## src/rtl/hazard_unit_pkg.sv

```systemverilog
// Shared pipeline definitions: hazard FSM encoding, shadow entry sizing and the
// all-zero control word used for bubbles by both the hazard unit and the control block.
package hazard_unit_pkg;

  typedef enum logic [1:0] {
    RUN   = 2'd0,
    HOLD  = 2'd1,
    FLUSH = 2'd2
  } hazState_t;

  localparam int DEF_REG_W = 5;
  localparam int SHADOW_W  = DEF_REG_W + 2;

  // A shadow entry is {dest, memRead, regWrite}.
  function automatic int shadowWidth(input int regW);
    return regW + 2;
  endfunction

  localparam int                CTRL_W      = 9;
  localparam logic [CTRL_W-1:0] CTRL_BUBBLE = '0;

endpackage

```

## src/rtl/haz_shadow_stage.sv

```systemverilog
// One registered shadow entry {dest, memRead, regWrite} with asynchronous
// active-low clear and a synchronous zero used for bubbles and flushes.
module haz_shadow_stage
  import hazard_unit_pkg::*;
#(
  parameter int ENT_W = SHADOW_W
) (
  input  logic             clk,
  input  logic             rst_n,
  input  logic             clear,
  input  logic [ENT_W-1:0] d,
  output logic [ENT_W-1:0] q
);

  always_ff @(posedge clk or negedge rst_n) begin
    if (!rst_n)
      q <= '0;
    else if (clear)
      q <= '0;
    else
      q <= d;
  end

endmodule

```

## src/rtl/hazard_unit.sv

```systemverilog
// Pipeline hazard detection and flush control for the five-stage MIPS datapath.
// Build option: define HAZ_FORWARD_EN for load-use-only stalls; otherwise full RAW stalls.
module hazard_unit
  import hazard_unit_pkg::*;
#(
  parameter int REG_W  = 5,
  parameter int PERF_W = 16
) (
  input  logic              clk,
  input  logic              rst_n,
  input  logic [REG_W-1:0]  idRs,
  input  logic [REG_W-1:0]  idRt,
  input  logic              idUsesRt,
  input  logic [REG_W-1:0]  idDest,
  input  logic              idMemRead,
  input  logic              idRegWrite,
  input  logic              idJ,
  input  logic              memBranchTaken,
  output logic              stall,
  output logic              pcWrite,
  output logic              ifidWrite,
  output logic              ifidFlush,
  output logic              idexFlush,
  output logic              exmemFlush,
  output logic [PERF_W-1:0] stallCycles
);

  localparam int ENT_W = shadowWidth(REG_W);

  typedef struct packed {
    logic [REG_W-1:0] dest;
    logic             memRead;
    logic             regWrite;
  } entry_t;

  entry_t    idEnt, exEnt, memEnt, wbEnt;
  hazState_t state;
  logic [1:0] holdCnt;
  logic      hazard, branch, bubble;

  // Entries writing $0 or not writing at all can never be producers.
  function automatic logic entryMatches(input entry_t e, input logic [REG_W-1:0] rs,
                                        input logic [REG_W-1:0] rt, input logic usesRt);
    return e.regWrite && (e.dest != '0) && ((e.dest == rs) || (usesRt && (e.dest == rt)));
  endfunction

  always_comb begin
    idEnt = '{dest: idDest, memRead: idMemRead, regWrite: idRegWrite};
`ifdef HAZ_FORWARD_EN
    hazard = exEnt.memRead && entryMatches(exEnt, idRs, idRt, idUsesRt);
`else
    hazard = entryMatches(exEnt,  idRs, idRt, idUsesRt) ||
             entryMatches(memEnt, idRs, idRt, idUsesRt) ||
             entryMatches(wbEnt,  idRs, idRt, idUsesRt);
`endif
    branch = memBranchTaken;
    bubble = hazard && !branch;

    stall      = !(branch || hazard);
    pcWrite    = branch || !hazard;
    ifidWrite  = branch || !hazard;
    ifidFlush  = branch || (idJ && !hazard);
    idexFlush  = branch;
    exmemFlush = branch;
  end

  haz_shadow_stage #(.ENT_W(ENT_W)) exStage (
    .clk(clk), .rst_n(rst_n), .clear(branch || hazard), .d(idEnt), .q(exEnt)
  );

  haz_shadow_stage #(.ENT_W(ENT_W)) memStage (
    .clk(clk), .rst_n(rst_n), .clear(branch), .d(exEnt), .q(memEnt)
  );

  haz_shadow_stage #(.ENT_W(ENT_W)) wbStage (
    .clk(clk), .rst_n(rst_n), .clear(1'b0), .d(memEnt), .q(wbEnt)
  );

  // A taken branch overrides any stall; flushed stall cycles are not counted.
  always_ff @(posedge clk or negedge rst_n) begin
    if (!rst_n) begin
      state       <= RUN;
      holdCnt     <= 2'd0;
      stallCycles <= '0;
    end else begin
      if (branch) begin
        state   <= FLUSH;
        holdCnt <= 2'd0;
      end else begin
        case (state)
          RUN: begin
            if (hazard) begin
              state   <= HOLD;
              holdCnt <= 2'd1;
            end
          end
          HOLD: begin
            if (hazard) begin
              if (holdCnt != 2'd3)
                holdCnt <= holdCnt + 2'd1;
            end else begin
              state   <= RUN;
              holdCnt <= 2'd0;
            end
          end
          default: begin
            state   <= RUN;
            holdCnt <= 2'd0;
          end
        endcase
      end
      if (bubble && (stallCycles != '1))
        stallCycles <= stallCycles + 1'b1;
    end
  end

endmodule

```

## config.mk

```make
export PLATFORM = sky130hd
export DESIGN_NAME = hazard_unit
export DESIGN_NICKNAME = d
export VERILOG_FILES = /design/src/rtl/hazard_unit_pkg.sv /design/src/rtl/haz_shadow_stage.sv /design/src/rtl/hazard_unit.sv
export SDC_FILE = /design/constraint.sdc
export NUM_CORES = 1
export LEC_CHECK = 0
export CAP_MARGIN = 25
export CORE_ASPECT_RATIO = 1.2
export CORE_UTILIZATION = 40
export CTS_BUF_LIST = sky130_fd_sc_hd__clkbuf_4
export CTS_CLUSTER_DIAMETER = 150
export DETAILED_ROUTE_END_ITERATION = 7
export PLACE_DENSITY = 0.66
export SYNTH_ARGS = -nofsm -noshare
export SYNTH_HDL_FRONTEND = slang
export SYNTH_SLANG_ARGS = --single-unit
export TNS_END_PERCENT = 30
```

## constraint.sdc

```tcl
create_clock -name clk -period 2.3 [get_ports clk]
set_input_delay 0.23 -clock clk [delete_from_list [all_inputs] [get_ports clk]]
set_output_delay 0.23 -clock clk [all_outputs]
set_load 0.1 [all_outputs]
```

---- After elaboration in Yosys (flattened, before gate mapping) ----
Index checks and enable logic that the tools add are counted.
word-level totals
  word-level logic and storage cells ...... 40
  bits of input ports ..................... 22
  register bits after elaboration ......... 37
cells by class
  muxes and demuxes ....................... 2
  eq/ne operators ......................... 7
  add/sub/neg operators ................... 1
  reduce and logical (&&, ||, !) cells .... 26
operators by type and width
  operator                                        count
  equality test 5 bit                             6
  adder 16 x 1 -> 16 bit (second input constant)  1
  inequality test 16 bit (second input constant)  1
  nonzero test 5 bit                              3
  two-way mux 7 bit                               2
  logical AND 1 bit                               12
  logical OR 1 bit                                8
  logical NOT 1 bit                               3

---- Longest topological paths before layout ----
Gate-level depths: netlist of the first run.
  depth after elaboration ................. 9
  mapped depth ............................ 8
  gate-level depth less buffers ........... 7

---- By module ----
Synthesis of the first run repeated with hierarchy kept, for this count alone.
unflattened totals
  cells, all modules ...................... 169
  area total of the unflattened synthesis .. 1961.9 µm²
modules (own cells, without submodules)
  module            area an instance (µm²)  seq. area each (µm²)  cells each  instances
  hazard_unit       1305.0                  400.4                 127         1
  haz_shadow_stage  219.0                   175.2                 14          3

---- Worst setup path before layout of the first run ----
Ideal clock, no wire load.
  path type ............................... flip-flop to output port
  from .................................... reg memStage.q[3]
  to ...................................... out ifidFlush
  cell stages (with the launch flop) ...... 6
  path buffers ............................ 0
  data arrival time ....................... 3.637 ns
  required time ........................... 2.070 ns
  path slack .............................. -1.567 ns
  path through ............................ dfrtp_1 -> or4_1 -> o21ai_1 -> a21oi_2 -> or3_4 -> o21ai_0
on the way
  cells in the longest elaborated chain, start to end .. 9
ends and longest elaborated chain
  element                   RTL line                RTL
  start: declaration        haz_shadow_stage.sv:12  output logic [ENT_W-1:0] q
  start signal: assignment  haz_shadow_stage.sv:17  q <= '0;
  start signal: assignment  haz_shadow_stage.sv:19  q <= '0;
  start signal: assignment  haz_shadow_stage.sv:21  q <= d;
  equality test 5 bit       hazard_unit.sv:44       return e.regWrite && (e.dest != '0) && ((e.dest == rs) || (usesRt && (e.dest == rt)));
  logical AND 1 bit         hazard_unit.sv:44
  logical OR 1 bit          hazard_unit.sv:44
  logical AND 1 bit *       hazard_unit.sv:44
  logical OR 1 bit *        hazard_unit.sv:52       hazard = entryMatches(exEnt, idRs, idRt, idUsesRt) ||
  logical OR 1 bit *        hazard_unit.sv:53       entryMatches(memEnt, idRs, idRt, idUsesRt) ||
  logical NOT 1 bit *       hazard_unit.sv:62       ifidFlush = branch || (idJ && !hazard);
  logical AND 1 bit *       hazard_unit.sv:62
  logical OR 1 bit *        hazard_unit.sv:62
  end: declaration          hazard_unit.sv:22       output logic ifidFlush,
Every way passes the cells marked *; elsewhere a longest branch is shown, timed or not.

---- Final worst setup path of the first run ----
  from .................................... reg wbStage.q[3]
  to ...................................... out ifidFlush
on the way
  cells in the longest elaborated chain, start to end .. 8
ends and longest elaborated chain
  element                   RTL line
  start: declaration        haz_shadow_stage.sv:12
  start signal: assignment  haz_shadow_stage.sv:17
  start signal: assignment  haz_shadow_stage.sv:19
  start signal: assignment  haz_shadow_stage.sv:21
  equality test 5 bit       hazard_unit.sv:44
  logical AND 1 bit         hazard_unit.sv:44
  logical OR 1 bit          hazard_unit.sv:44
  logical AND 1 bit *       hazard_unit.sv:44
  logical OR 1 bit *        hazard_unit.sv:53
  logical NOT 1 bit *       hazard_unit.sv:62
  logical AND 1 bit *       hazard_unit.sv:62
  logical OR 1 bit *        hazard_unit.sv:62
Marked as above.

==> flow_metrics.py, run 1 <==
metrics = {
    "layout": {
        "drive_above_1_share_pct": 34.3,
        "fin_nets": 264,
        "fin_area_um2": 2660,
        "diodes": 0,
        "areaGrowthSynthToFinish_pct": 48.9,
    },
    "floorplan": {
        "die_h_um": 75.3,
        "ios": 44,
        "die_x_um": 63.1,
        "start_util_pct": 42.0,
        "core.rowCount": 26,
        "design.core.area_um2": 4260,
        "dieArea_um2": 4750,
    },
    "logic_synthesis": {
        "netlist_top_cells_count": "dfrtp_1 (34), xor2_1 (32), nand3_1 (13)",
        "synthArstFlopShare_pct": 100,
        "syn_nets": 189,
        "synth_area_leaders": "dfrtp_1 (48%), xor2_1 (16%), xnor2_1 (4.9%)",
        "netlist_area_um2": 1790,
        "synth_flop_cell": "dfrtp_1",
        "syn_inst": 166,
        "synth_seq_cells": 34,
        "syn_avg_cell_area_um2": 10.8,
        "yosys_warnings": 0,
        "synth_edf_count": 0,
        "synth_seq_area_share_pct": 47.6,
        "yosysMostFrequentCell": "dfrtp_1",
        "yosysUniqueCellTypes": 34,
        "yosysTopAreaCellShare_pct": 47.6,
        "synth_top_area_cell": "dfrtp_1",
    },
    "timing": {
        "rsz0062_at_grt": "yes",
        "setup_ws_ns": -0.179,
        "period_minus_slack_ns": 2.48,
        "hold_violations": 0,
        "setup_viol": 7,
        "clock_skew_ns": 0.00495,
        "max_slew.worst_pin.slew_ns": 0.414,
        "slew_violations": 0,
        "max_freq_mhz": 403,
        "slew_headroom_pct": 72.4,
        "finalCritPeriodShare_pct": 108,
    },
    "pwr": {
        "swShare_pct": 34.8,
        "clock_power_share_pct": 23.0,
        "peakVddDrop_mv": 0.279,
        "power_frac_comb_pct": 29.3,
        "leakage_nw": 1.25,
        "p_seq_share_pct": 47.7,
        "p_int_mw": 0.902,
        "p_sw_mw": 0.481,
        "powerDensity_nw_per_um2": 519,
    },
    "critical_path": {
        "critPathKind": "flop to output port",
        "arrival_ns": 2.25,
        "r2r_cells": 9,
        "start_kind": "flop",
        "critical_path.slowest_cell": "or4_4",
        "path_delay_family": "simple AND/OR/NAND/NOR gates",
        "path_buf_inv": 1,
        "cp.depth": 6,
        "cp_data_required_time_ns": 2.07,
        "path_max_fanout": 3,
        "endpoint_kind": "output port",
        "max_stage_delay_ns": 0.55,
        "crit_chain": "or4_4 > o21ai_2 > a21oi_2 > or3_4 > o21ai_4 > buf_12",
    },
    "drt": {
        "drcViolationCount": 0,
        "routed.top_layer": "met4",
        "vias_per_cell": 5.02,
        "detailroute.via_count": 1497,
        "ant_nets": 0,
        "drtIter0Drc": 56,
        "route.met2.wl_um": 2290,
        "wl_met3_um": 144,
        "routed_wl_um": 4190,
        "firstDrtPassIters": 4,
        "wl_per_cell_um": 14.1,
        "wl_met1_um": 1680,
    },
    "status": {
        "status": "finished with violations",
        "violations": "setup timing",
    },
    "place": {
        "numPortBuffers": 42,
        "dp_hpwl_um": 3080,
        "pre_cts_slack_ns": -0.489,
        "place.gp.congestion": 0.936,
        "dpl_cell_area_um2": 2440,
    },
    "clock_tree": {
        "clkLatencyLatePin_ns": 0.34,
        "h-tree-depth": 2,
        "cts_made_buffers": 5,
        "cts-root-buf": "clkbuf_4",
        "holdBufCountCts": 0,
        "tritoncts": "built",
        "clk_pin_slew_worst_paths_ns": 0.09,
        "clkSinkCount": 34,
        "clock_path_buffers": 2,
    },
    "global_route": {
        "grt_usage_pct": 18.5,
        "grt_pass1_wl_um": 6590,
        "antenna_found_initial": 0,
        "grt_overflow": 0,
        "grt_max_degree": 35,
        "grt_pass1_vias": 1516,
    },
    "job": {
        "max_cap_violations": 0,
    },
    "min_path": {
        "hp-class": "primary input to asynchronous set/reset pin",
    },
}
power by group through the flow:
stage / Combinational (mW) / Clock (mW) / Sequential, mW
final: 0.406 / 0.318 / 0.660
after global routing: 0.427 / 0.352 / 0.664
after CTS: 0.399 / 0.328 / 0.659
after detailed placement: 0.391 / 0 / 0.671
after global placement: 0.387 / 0 / 0.669
after floorplan: 0.113 / 0 / 0.797
path summary, 6_finish.rpt:
path                                       end  slack, ns          start
max in group asynchronous       stallCycles[8]       1.69          rst_n
worst min register to register    wbStage.q[0]       0.41  memStage.q[0]
worst max register to register  stallCycles[1]      -0.13   wbStage.q[3]
min in group clk                  wbStage.q[0]       0.41  memStage.q[0]
worst min-delay path              wbStage.q[6]       0.29          rst_n
worst max-delay path                 ifidFlush      -0.18   wbStage.q[3]
cell families after synthesis:
group / after synthesis / share of synthesized area (%)
multiplexers: 2 / 1.26
adder cells (fa/ha/maj): 1 / 0.699
buffers and inverters: 7 / 2.52
XOR/XNOR: 42 / 20.6
AO/OA/AOI/OAI: 12 / 4.55
flip-flops: 34 / 47.6
AND/OR/NAND/NOR: 68 / 22.9
state kept, by name, summed over array words and instances (netlist names):
name and cells:
wbStage.q 6, exStage.q 6, stallCycles 16, memStage.q 6
stage by stage:
| stage | total power [mW] | setup TNS (ns) | cells | utilization, % | hold WS [ns] |
|---|---|---|---|---|---|
| floorplan | 0.911 | -0.286 | 166 | - | -0.0656 |
| global placement | 1.06 | -3.42 | 281 | 57.3 | 0.368 |
| detailed placement | 1.06 | -5.02 | 281 | 57.3 | 0.372 |
| CTS | 1.39 | -0.719 | 294 | 60.4 | 0.306 |
| global route | 1.44 | -1.64 | 298 | 62.5 | 0.314 |
| finish | 1.38 | -0.842 | 298 | 62.5 | 0.288 |
per-layer routing:
layer	track usage [%]	vias to the layer above
li1	-	730
met1	19.8	725
met2	34.2	32
met3	4.85	10
met4	8.79	0
met5	0	-
cells in the final DEF (no fill, tap or decap), types with 2 or more instances in the layout:
| cell type | instances |
|---|---|
| xor2_1 | 32 |
| inv_1 | 3 |
| dfrtp_2 | 2 |
| and3_1 | 5 |
| a21oi_2 | 3 |
| and2_1 | 6 |
| xnor2_1 | 10 |
| or4_1 | 2 |
| nor4_4 | 2 |
| mux2_4 | 2 |
| nand4_1 | 3 |
| dfrtp_1 | 32 |
| buf_6 | 4 |
| nand3_1 | 13 |
| buf_4 | 42 |
| nor2b_1 | 6 |
| buf_12 | 6 |
| clkbuf_4 | 6 |
| nand2_1 | 7 |
| nor2_1 | 6 |
| clkdlybuf4s50_1 | 20 |
| o21ai_2 | 2 |
| nor4_2 | 5 |
| nor3_1 | 6 |
layout make-up:
| type | instances | area (µm²) |
|---|---|---|
| Timing Repair Buffer | 72 | 681 |
| Tap cell | 56 | 70.1 |
| Clock buffer | 6 | 45.0 |
| Inverter | 3 | 11.3 |
| Clock inverter | 2 | 8.76 |
| Multi-Input combinational cell | 125 | 995 |
| Sequential cell | 34 | 853 |
| Fill cell | 347 | 1600 |
what timing repair did:
| action | in CTS | in global routing |
|---|---|---|
| buffers inserted | 5 | 5 |
| pin swaps | 6 | 2 |
| endpoints found under the setup margin | 17 | 17 |
| gates resized for setup | 10 | 12 |
Power figures use the tool's default switching activity.
==> inputs of run 2 (changes only) <==
ABC_AREA = 0   (was default)
==> results of run 2 <==
Final layout, timing and power as in run 1 (identical DEF).
==> inputs of run 3 (changes only) <==
CORE_ASPECT_RATIO = 0.7   (was 1.2)
CTS_BUF_LIST = sky130_fd_sc_hd__clkbuf_8   (was sky130_fd_sc_hd__clkbuf_4)
GPL_ROUTABILITY_DRIVEN = 0   (was default)
==> run 3 against run 2 <==
Compared with the run above:
- the flow still finishes with violations (setup timing)
- clock skew increased by 0.0026 ns
- flip-flop and latch count unchanged
- final cell count shrank 3.0%
- clock power grew 77%
- combinational power about the same
- critical path depth is the same
- sequential power up 0.6%
- register-to-register slack gained 0.15 ns
- total power increased by 18%
- via count fell by 0.13%
- critical path type unchanged
- highest routed layer unchanged
==> flow_metrics.py, run 3 (synthesized netlist as in run 1, its figures left out) <==
metrics = {
    "layout": {
        "largest_reg_flops": 16,
        "largest-register": "stallCycles",
        "drive_above_1_share_pct": 33.3,
        "diodes": 0,
        "final_cells": 289,
        "fillers": 318,
        "mostFrequentLayoutCell": "buf_4",
        "final_cell_mix": "buf_4 (39), xor2_1 (32), dfrtp_1 (32)",
        "areaGrowthSynthToFinish_pct": 49.4,
        "post-route-util_pct": 65.4,
        "fin_nets": 259,
    },
    "critical_path": {
        "crit_chain": "or4_4 > o21ai_4 > a21oi_2 > or3_4 > o21ai_4 > buf_12",
        "max_stage_delay_ns": 0.55,
        "critical_path.slowest_cell": "or4_4",
        "cp_data_required_time_ns": 2.07,
        "cp_common_cell": "o21ai_4",
        "arrival_ns": 2.23,
        "path_max_fanout": 4,
        "start_kind": "flop",
        "critPathKind": "flop to output port",
        "endpoint_kind": "output port",
        "path_buf_inv": 1,
        "path_delay_family": "simple AND/OR/NAND/NOR gates",
    },
    "timing": {
        "slew_violations": 0,
        "finalSetupTns_ns": -0.372,
        "slew_headroom_pct": 71.2,
        "max_slew.worst_pin.slew_ns": 0.433,
        "setup_ws_ns": -0.160,
        "period_minus_slack_ns": 2.46,
        "finalCritPeriodShare_pct": 107,
        "setup_viol": 4,
        "max_freq_mhz": 407,
        "clock_skew_ns": 0.00751,
        "hold_violations": 0,
        "rsz0062_at_grt": "yes",
    },
    "global_route": {
        "grt_pass1_wl_um": 7560,
        "antenna_found_initial": 0,
        "grt_overflow": 0,
        "grt_usage_pct": 21.9,
        "grt_pass1_vias": 1561,
        "grt_max_degree": 35,
    },
    "drt": {
        "routed_wl_um": 4520,
        "detailroute.via_count": 1495,
        "firstDrtPassIters": 4,
        "vias_per_cell": 5.17,
        "ant_nets": 0,
        "drtIter0Drc": 75,
        "wl_per_cell_um": 15.6,
        "drcViolationCount": 0,
    },
    "pwr": {
        "peakVddDrop_mv": 0.600,
        "leakage_nw": 1.25,
        "powerDensity_nw_per_um2": 612,
        "finalPower_mw": 1.64,
    },
    "clock_tree": {
        "h-tree-depth": 2,
        "tritoncts": "built",
        "clk_pin_slew_worst_paths_ns": 0.07,
        "clock_path_buffers": 2,
        "cts-root-buf": "clkbuf_8",
        "clkLatencyLatePin_ns": 0.29,
        "clkSinkCount": 34,
        "cts_made_buffers": 5,
    },
    "floorplan": {
        "core.rowCount": 19,
        "die_h_um": 58.0,
        "start_util_pct": 43.8,
        "ios": 44,
        "design.core.area_um2": 4090,
        "dieArea_um2": 4750,
        "die_x_um": 81.9,
    },
    "min_path": {
        "hp-class": "primary input to asynchronous set/reset pin",
    },
    "place": {
        "place_inst": 277,
        "pre_cts_slack_ns": -0.477,
        "dp_hpwl_um": 3370,
        "numPortBuffers": 42,
    },
    "job": {
        "max_cap_violations": 0,
    },
    "status": {
        "violations": "setup timing",
        "status": "finished with violations",
    },
}
[run 3: area by class of cell]
cell class              instances  area, µm²  area share [%]
multi-input cells             125        991            37.1
clock buffers                   6       82.6            3.09
repair buffers                 67        636            23.8
flip-flops and latches         34        853            31.9
inverters                       3       11.3           0.421
clock inverters                 2       33.8            1.26
well taps                      52       65.1            2.43
[run 3: timing repair]
item / 4_1_cts / 5_1_grt
gates resized for setup: 13 / 8
setup buffers: 3 / 2
hold buffers: 0 / 0
pin swaps: 6 / 11
setup endpoints to repair: 17 / 16
[run 3: worst paths after layout]
kind | startpoint | endpoint | slack, ns | depth (start not counted)
setup reg to reg | memStage.q[6] | exStage.q[6] | 0.02 | 11
hold / removal | rst_n | stallCycles[4] | 0.35 | 2
hold reg to reg | memStage.q[0] | wbStage.q[0] | 0.39 | 0
min in group clk | memStage.q[0] | wbStage.q[0] | 0.39 | 0
setup / recovery | exStage.q[4] | ifidFlush | -0.16 | 6
max in group asynchronous | rst_n | stallCycles[8] | 1.62 | 2
[run 3: power by group]
part / internal [mW] / leakage (nW) / switching (mW)
Sequential: 0.630 / 0.450 / 0.0340
Combinational: 0.148 / 0.735 / 0.261
Clock: 0.349 / 0.0626 / 0.215
Total: 1.13 / 1.25 / 0.510
[run 3: per-stage QoR]
stage	hold WS (ns)	instance area [µm²]
4_1_cts	0.361	2630
6_report	0.351	2670
3_5_place_dp	0.357	2440
5_1_grt	0.378	2670
3_3_place_gp	0.364	2440
2_1_floorplan	-0.0656	1810
[run 3: routing by layer]
layer	wire, µm	global-route usage (%)
met5	0	0
met4	61	8.02
met3	282	4.57
met2	2190	33.8
met1	1980	30.5
